--- src/rtl/wb_write_arbiter.sv ---
// Write-back front end: owns the single register-file write port and merges
// in-order ALU results with buffered variable-latency load responses.
module wb_write_arbiter #(
  parameter int DEPTH      = 4,
  parameter int STARVE_MAX = 3
) (
  input  logic                    clk,
  input  logic                    rst,
  input  logic                    alu_valid,
  output logic                    alu_ready,
  input  logic [3:0]              alu_dest,
  input  logic [31:0]             alu_result,
  input  logic                    mem_rsp_valid,
  output logic                    mem_rsp_ready,
  input  logic [3:0]              mem_dest,
  input  logic [31:0]             mem_data,
  output logic                    writeBackEn,
  output logic [3:0]              Dest_wb,
  output logic [31:0]             Result_WB,
  output logic [14:0]             pending_mask,
  output logic [$clog2(DEPTH):0]  fifo_count,
  output logic                    pc_wr_drop
);

  localparam int AW = $clog2(DEPTH);
  localparam int SW = $clog2(STARVE_MAX + 1);
  localparam logic [AW:0]   FULL_CNT  = (AW + 1)'(DEPTH);
  localparam logic [SW-1:0] STARVE_HI = SW'(STARVE_MAX);

  logic [3:0]    r_fifo_dest [DEPTH];
  logic [31:0]   r_fifo_data [DEPTH];
  logic [AW-1:0] r_wr_ptr;
  logic [AW-1:0] r_rd_ptr;
  logic [AW:0]   r_count;
  logic [SW-1:0] r_starve_cnt;
  logic          r_we;
  logic [3:0]    r_dest_wb;
  logic [31:0]   r_result_wb;
  logic          r_pc_drop;

  logic          w_nonempty;
  logic          w_alu_ready;
  logic          w_mem_ready;
  logic          w_alu_acc;
  logic          w_pop;
  logic          w_push;
  logic          w_grant;
  logic [3:0]    w_g_dest;
  logic [31:0]   w_g_data;
  logic [14:0]   w_pending;
  logic [15:0]   w_dec;

  assign w_nonempty  = (r_count != '0);
  assign w_mem_ready = (r_count != FULL_CNT);
  // Back-pressure the ALU once the queued loads have lost STARVE_MAX times in a row
  assign w_alu_ready = !(w_nonempty && (r_starve_cnt == STARVE_HI));
  assign w_alu_acc   = alu_valid && w_alu_ready;
  assign w_pop       = !w_alu_acc && w_nonempty;
  assign w_push      = mem_rsp_valid && w_mem_ready;
  assign w_grant     = w_alu_acc || w_pop;
  assign w_g_dest    = w_alu_acc ? alu_dest   : r_fifo_dest[r_rd_ptr];
  assign w_g_data    = w_alu_acc ? alu_result : r_fifo_data[r_rd_ptr];

  // Pending-destination mask over the live FIFO window; dest 15 never maps to a bit
  always_comb begin
    w_pending = 15'd0;
    w_dec     = 16'd0;
    for (int i = 0; i < DEPTH; i++) begin
      w_dec     = 16'd1 << r_fifo_dest[i];
      w_pending = w_pending |
                  (({1'b0, AW'(AW'(i) - r_rd_ptr)} < r_count) ? w_dec[14:0] : 15'd0);
    end
  end

  // Load-response storage; contents are only meaningful inside the pointer window
  always_ff @(posedge clk) begin
    if (w_push) begin
      r_fifo_dest[r_wr_ptr] <= mem_dest;
      r_fifo_data[r_wr_ptr] <= mem_data;
    end
  end

  // Pointers, occupancy, starvation counter and the registered write port
  always_ff @(posedge clk) begin
    if (rst) begin
      r_wr_ptr     <= '0;
      r_rd_ptr     <= '0;
      r_count      <= '0;
      r_starve_cnt <= '0;
      r_we         <= 1'b0;
      r_dest_wb    <= 4'd0;
      r_result_wb  <= 32'd0;
      r_pc_drop    <= 1'b0;
    end else begin
      if (w_push) begin
        r_wr_ptr <= r_wr_ptr + AW'(1);
      end
      if (w_pop) begin
        r_rd_ptr <= r_rd_ptr + AW'(1);
      end
      case ({w_push, w_pop})
        2'b10:   r_count <= r_count + (AW + 1)'(1);
        2'b01:   r_count <= r_count - (AW + 1)'(1);
        default: r_count <= r_count;
      endcase
      if (w_nonempty && w_alu_acc) begin
        r_starve_cnt <= (r_starve_cnt == STARVE_HI) ? r_starve_cnt : r_starve_cnt + SW'(1);
      end else begin
        r_starve_cnt <= '0;
      end
      // The PC is not in the register file: consume the entry but flag the drop
      r_we      <= w_grant && (w_g_dest != 4'd15);
      r_pc_drop <= w_grant && (w_g_dest == 4'd15);
      if (w_grant && (w_g_dest != 4'd15)) begin
        r_dest_wb   <= w_g_dest;
        r_result_wb <= w_g_data;
      end
    end
  end

  assign alu_ready     = w_alu_ready;
  assign mem_rsp_ready = w_mem_ready;
  assign writeBackEn   = r_we;
  assign Dest_wb       = r_dest_wb;
  assign Result_WB     = r_result_wb;
  assign pc_wr_drop    = r_pc_drop;
  assign pending_mask  = w_pending;
  assign fifo_count    = r_count;

endmodule
--- config.mk ---
export PLATFORM = sky130hd
export DESIGN_NAME = wb_write_arbiter
export DESIGN_NICKNAME = d
export VERILOG_FILES = /design/src/rtl/wb_write_arbiter.sv
export SDC_FILE = /design/constraint.sdc
export NUM_CORES = 1
export LEC_CHECK = 0
export BUFFER_PORTS_ARGS = -buffer_cell sky130_fd_sc_hd__buf_2
export CORE_MARGIN = 4
export CORE_UTILIZATION = 32
export DETAILED_ROUTE_END_ITERATION = 8
export GPL_ROUTABILITY_DRIVEN = 1
export MAX_ROUTING_LAYER = met4
export PLACE_DENSITY_LB_ADDON = 0.25
export SKIP_LAST_GASP = 1
export SLEW_MARGIN = 40
export SYNTH_ARGS = -nofsm -noshare
export SYNTH_HDL_FRONTEND = slang
export SYNTH_SLANG_ARGS = --single-unit
export TNS_END_PERCENT = 50
--- constraint.sdc ---
create_clock -name clk -period 4.56 [get_ports clk]
set_clock_uncertainty 0.15 [all_clocks]
set_input_delay 0.684 -clock clk [delete_from_list [all_inputs] [get_ports clk]]
set_output_delay 0.684 -clock clk [all_outputs]
set_load 0.02 [all_outputs]
After elaboration in Yosys (flattened, before gate mapping):

Memory sizes are Yosys's and may differ from the RTL's. A register that Yosys moved wholly into a read port is not among the register bits.
Index checks and enable logic that the tools add are counted.

* $add $sub $neg: 9
* order comparisons: 4
* eq/ne operators: 6
* shift operators: 4
* muxes and demuxes: 13
* bitwise operators: 4
* reductions and logical operators: 13

Operators with widths (number)
* 15-bit two-way mux: 4
* 1-bit by 4-bit << shifter with 15-bit output (first input constant): 4
* 15-bit OR: 3
* 32-bit two-way mux: 1
* 2-bit by 3-bit less-than comparator with 1-bit output: 4
* 2-bit two-way mux: 4
* 1-bit logical AND: 7
* 2-bit by 1-bit adder with 2-bit output (second input constant): 3
* 3-bit case mux with 2 select lines: 1
* 2-bit == test (second input constant): 2
* 4-bit == test (second input constant): 1
* 4-bit two-way mux: 1
* 4-bit != test (second input constant): 1
* 1-bit by 2-bit subtractor with 2-bit output (first input constant): 2
* 2-bit subtractor (first input constant): 2
* 3-bit by 1-bit adder with 3-bit output (second input constant): 1
* 3-bit != test (second input constant): 1
* 3-bit nonzero test: 1
* 3-bit by 1-bit subtractor with 3-bit output (second input constant): 1
* 2-bit by 1-bit == test with 1-bit output (second input constant): 1
* 1-bit zero test: 2
* 1-bit two-way mux: 2
* 2-bit nonzero test: 1
* 2-bit OR reduction: 1
* other kinds (2): 2

* register bits: 47
* RAM bits: 144
* input bits: 76
* output and inout port bits: 58
* word-level logic and storage cells: 63
* memories kept: 2

Memory list
* r_fifo_data: depth 4, width 32, read ports 1, clocked after Yosys merged registers in 1, write ports 1, line 31 `logic [31:0] r_fifo_data [DEPTH];`
* r_fifo_dest: depth 4, width 4, read ports 5, clocked after Yosys merged registers in 1, write ports 1, line 30 `logic [3:0] r_fifo_dest [DEPTH];`

Depth between registers and ports, before layout:

* word-level depth: 8
* gate-level depth with buffers: 11
* mapped depth without buffers: 10

Worst setup path before layout:

OpenSTA, ideal clock, no wires.

* path kind: register to output
* start: reg r_count[1], in the netlist fifo_count[1]
* end: out pending_mask[4]
* data arrival time: 2.249 ns
* data required time: 3.726 ns
* slack: 1.477 ns
* stages on the path, launching flop included: 7
* path buffers: 0
* cells stage by stage: dfxtp_1 > inv_1 > ha_1 > a21oi_1 > o21bai_1 > or3b_2 > o221ai_1

* longest elaborated chain between the ends: 5
* elaborated cells between the ends (all ways): 11
* classes of those cells: order compare (4); mux (4); bitwise (3)

Ends and longest elaborated chain
* start, declared: line 34 `logic [AW:0] r_count;`
* start signal, assigned: line 102 `2'b10: r_count <= r_count + (AW + 1)'(1);`
* start signal, assigned: line 103 `2'b01: r_count <= r_count - (AW + 1)'(1);`
* start signal, assigned: line 104 `default: r_count <= r_count;`
* 2-bit by 3-bit less-than comparator with 1-bit output: line 71 `(({1'b0, AW'(AW'(i) - r_rd_ptr)} < r_count) ? w_dec[14:0] : 15'd0);`
* 15-bit two-way mux: line 71
* 15-bit OR (2 in a row): line 70 `w_pending = w_pending |`
* 15-bit OR (*): line 70
* end, declared: line 20 `output logic [14:0] pending_mask,`

Every way passes the cells marked *; elsewhere a longest branch is shown, timed or not.

Worst setup path after layout:

Same ends and word-level chain as after synthesis.

==> results.toml <==
[sta]
setup_tns_ps = 0
final.period_utilization_pct = 82.4
drv_slew = 0
rsz0062_at_grt = "false"
worst_pin_slew_ps = 649
fmax_mhz = 266
setup_viol = 0
final-hold-violation-count = 0
slew_headroom_pct = 56.3
finalCriticalPeriod_ps = 3760

[critical_path]
crit_arrival_ps = 2930
r2r_slack_ps = 1590
endpoint_kind = "primary output"
worstRegToRegCells = 9
worst_r2r_startpoint = "fifo_count[2]$_SDFFE_PP0P_"
crit_type = "reg -> out"
start_kind = "flip-flop"
critPathRequiredTime_ps = 3730
path_max_fanout = 6
reg2reg_to = "fifo_count[2]$_SDFFE_PP0P_"
critPathMaxStageDelay_ps = 560
worstPathCellList = "inv_1 -> ha_1 -> a21boi_0 -> o21bai_1 -> nor3b_1 -> a22oi_1 -> o221ai_1 -> buf_2"
crit_slowest_cell = "nor3b_1"

[global_route]
grt_pass1_wl_um = 32700
busiest_layer = "met2"
grt_overflow = 0
antenna_found_initial = 3
grt_usage_pct = 15.4
use_met2_pct = 25.6
met3_usage_pct = 2.89
grt_use_met1_pct = 19.3
grt_pass1_vias = 5481
grt_max_degree = 37

[clock_tree]
insertion_delay_ps = 420
hold_buffers = 0
cts_setup_buffers = 0
cts_sinks = 193
clkTransAtPathRegs_ps = 70
cts_tree = "done"
cts_inserted_buffers = 17
ctsHtreeMaxLevel = 4
cts_resized = 0
root_buffer = "clkbuf_16"
clock_path_buffers = 2

[placement]
postPlaceCellArea_um2 = 9310
place.gp.congestion = 0.807
dp_hpwl_um = 14400
portBuffers = 133
dp.cells = 971

[cells_and_area]
postLayoutCoreUtil_pct = 39.2
syn_to_final_growth_pct = 19.5
drive_above_1_share_pct = 37.0
fin_nets = 747
fillers = 2402
final_cell_count_no_fill = 1006
finalInstanceArea_um2 = 9950

[power]
peakVddDrop_uv = 238
p_leak_nw = 3.61
p_total_mw = 5.85
power_density_nw_per_um2 = 588

[detailed_routing]
drt-initial-drc-count = 453
drc = 0
viasPerCell = 5.17
wl_per_cell_um = 21.4
dr.pass1.iters = 5
vias = 5198
routed_wirelength_um = 21500
ant_nets = 0

[synth]
synth_enable_flop_cells = 144
synth_ff_type = "edfxtp_1"
synth_cell_type_count = 56
synthesis.area_um2 = 8330
async_flop_share_pct = 0
netlist_top_cells_area = "edfxtp_1 (52%), dfxtp_1 (12%), mux4_2 (9.7%), a211oi_2 (4.4%), mux2i_1 (3.8%)"
yosys_warnings = 0
synth_fp_nets = 621
yosysTopAreaCell = "edfxtp_1"
synth_seq_cells = 193
synth_area_per_cell_um2 = 15.6
synthCells = 534
ys_seq_area_share_pct = 63.7
synth_top_area_share_pct = 51.9

[min_path]
hp-class = "reg -> reg"
min_from = "r_starve_cnt[0]$_SDFFE_PP0P_"
min_to = "r_starve_cnt[0]$_SDFFE_PP0P_"
holdPathStages = 1

[die]
rows = 58
pin_count = 134
coreArea_um2 = 25400
fp.dieH_um = 169
die_x_um = 169
start_util_pct = 32.8
dieArea_um2 = 28700

[flow_run]
cap_violations = 0

[run_status]
status = "finished clean"
kinds of logic after synthesis:
family,synth area share [%]
AO/OA/AOI/OAI,11.6
flip-flops,63.7
AND/OR/NAND/NOR,6.19
XOR/XNOR,0.631
buffers and inverters,2.58
multiplexers,13.6
adder cells (fa/ha/maj),1.74
area by class of cell:
class                      instances  area (um^2)  share of cell area [%]
tap                              330          413                    4.15
timing repair buffer             139          711                    7.14
inverter                          13         48.8                   0.490
antenna                            3         7.51                  0.0754
clock inverter                    13          171                    1.72
clock buffer                      19          464                    4.66
sequential                       193         5310                    53.3
multi-input combinational        296         2830                    28.4
worst max path at each step:
stage                          startpoint         endpoint  slack (ps)  cells after the start
2_1_floorplan  fifo_count[1]$_SDFFE_PP0P_  pending_mask[4]        1480                      6
3_3_place_gp   fifo_count[1]$_SDFFE_PP0P_  pending_mask[4]        1430                      8
3_5_place_dp   fifo_count[1]$_SDFFE_PP0P_  pending_mask[4]        1320                      8
4_1_cts        fifo_count[1]$_SDFFE_PP0P_  pending_mask[4]         840                      8
5_1_grt        fifo_count[1]$_SDFFE_PP0P_  pending_mask[6]         560                      8
6_report       fifo_count[1]$_SDFFE_PP0P_  pending_mask[4]         800                      8
per-layer routing:
metal	wire length, um	part of all wire [%]
met1	9280	43
met2	10800	50
met3	1110	5.2
met4	314	1.5
met5	0	0
through the flow:
step,worst slack (ps),hold slack [ps]
final,801,279
after global routing,561,310
after CTS,839,283
after detailed placement,1320,272
after global placement,1430,260
after floorplan,1480,254
layout by cell type (no fill, tap or decap), drive strengths merged, types with 7 or more instances in the layout:
cell type	n
a21oi	44
nor2	15
mux4	36
o22ai	7
mux2i	32
ha	10
a211oi	33
dfxtp	49
edfxtp	144
nand2b	11
inv	18
nor2b	8
nand2	17
clkbuf	19
buf	139
cells in the mapped netlist, types with 3 or more instances:
cell      instances
nand3_1           4
ha_1             10
edfxtp_1        144
inv_1            13
xnor2_1           4
and3_1            5
nand2_1          16
o211ai_1          5
mux2i_1          32
o32ai_1           3
a21oi_1          44
nor3_1            5
nor3b_1           3
nand3b_1          3
dfxtp_1          49
clkbuf_1         17
buf_2            10
a211oi_1          4
a221o_1           3
nor2b_1           8
nor2_1           15
a211o_1           3
nand4_1           4
mux4_2           36
a211oi_2         29
or3_1             5
a311oi_1          3
and2_1            4
nand2b_1         11
o22ai_1           7
buf_6             4
registers in the layout (all words and copies together), names as in the netlist, named ones only:
name and flops:
r_fifo_data 128, r_wr_ptr 2, r_rd_ptr 2, Dest_wb 4, Result_WB 32, fifo_count 3, pc_wr_drop 1, r_starve_cnt 2
r_fifo_dest 16, writeBackEn 1
report_power, final:
| group | leakage (nW) | internal [mW] | switching [mW] |
|---|---|---|---|
| Clock | 0.307 | 0.923 | 0.655 |
| Sequential | 1.73 | 2.18 | 0.190 |
| Combinational | 1.57 | 0.755 | 1.15 |
| Total | 3.61 | 3.86 | 1.99 |
worst max-delay path: cells and delay by family (launching register included):
family                     cells  cell delay (ps)
AOI/OAI and AO/OA              4              730
and+or+nand+nor                1              560
DFF                            1              470
buffers and inverters          2              400
adders and majority gates      1              340
Power figures use the tool's default switching activity.
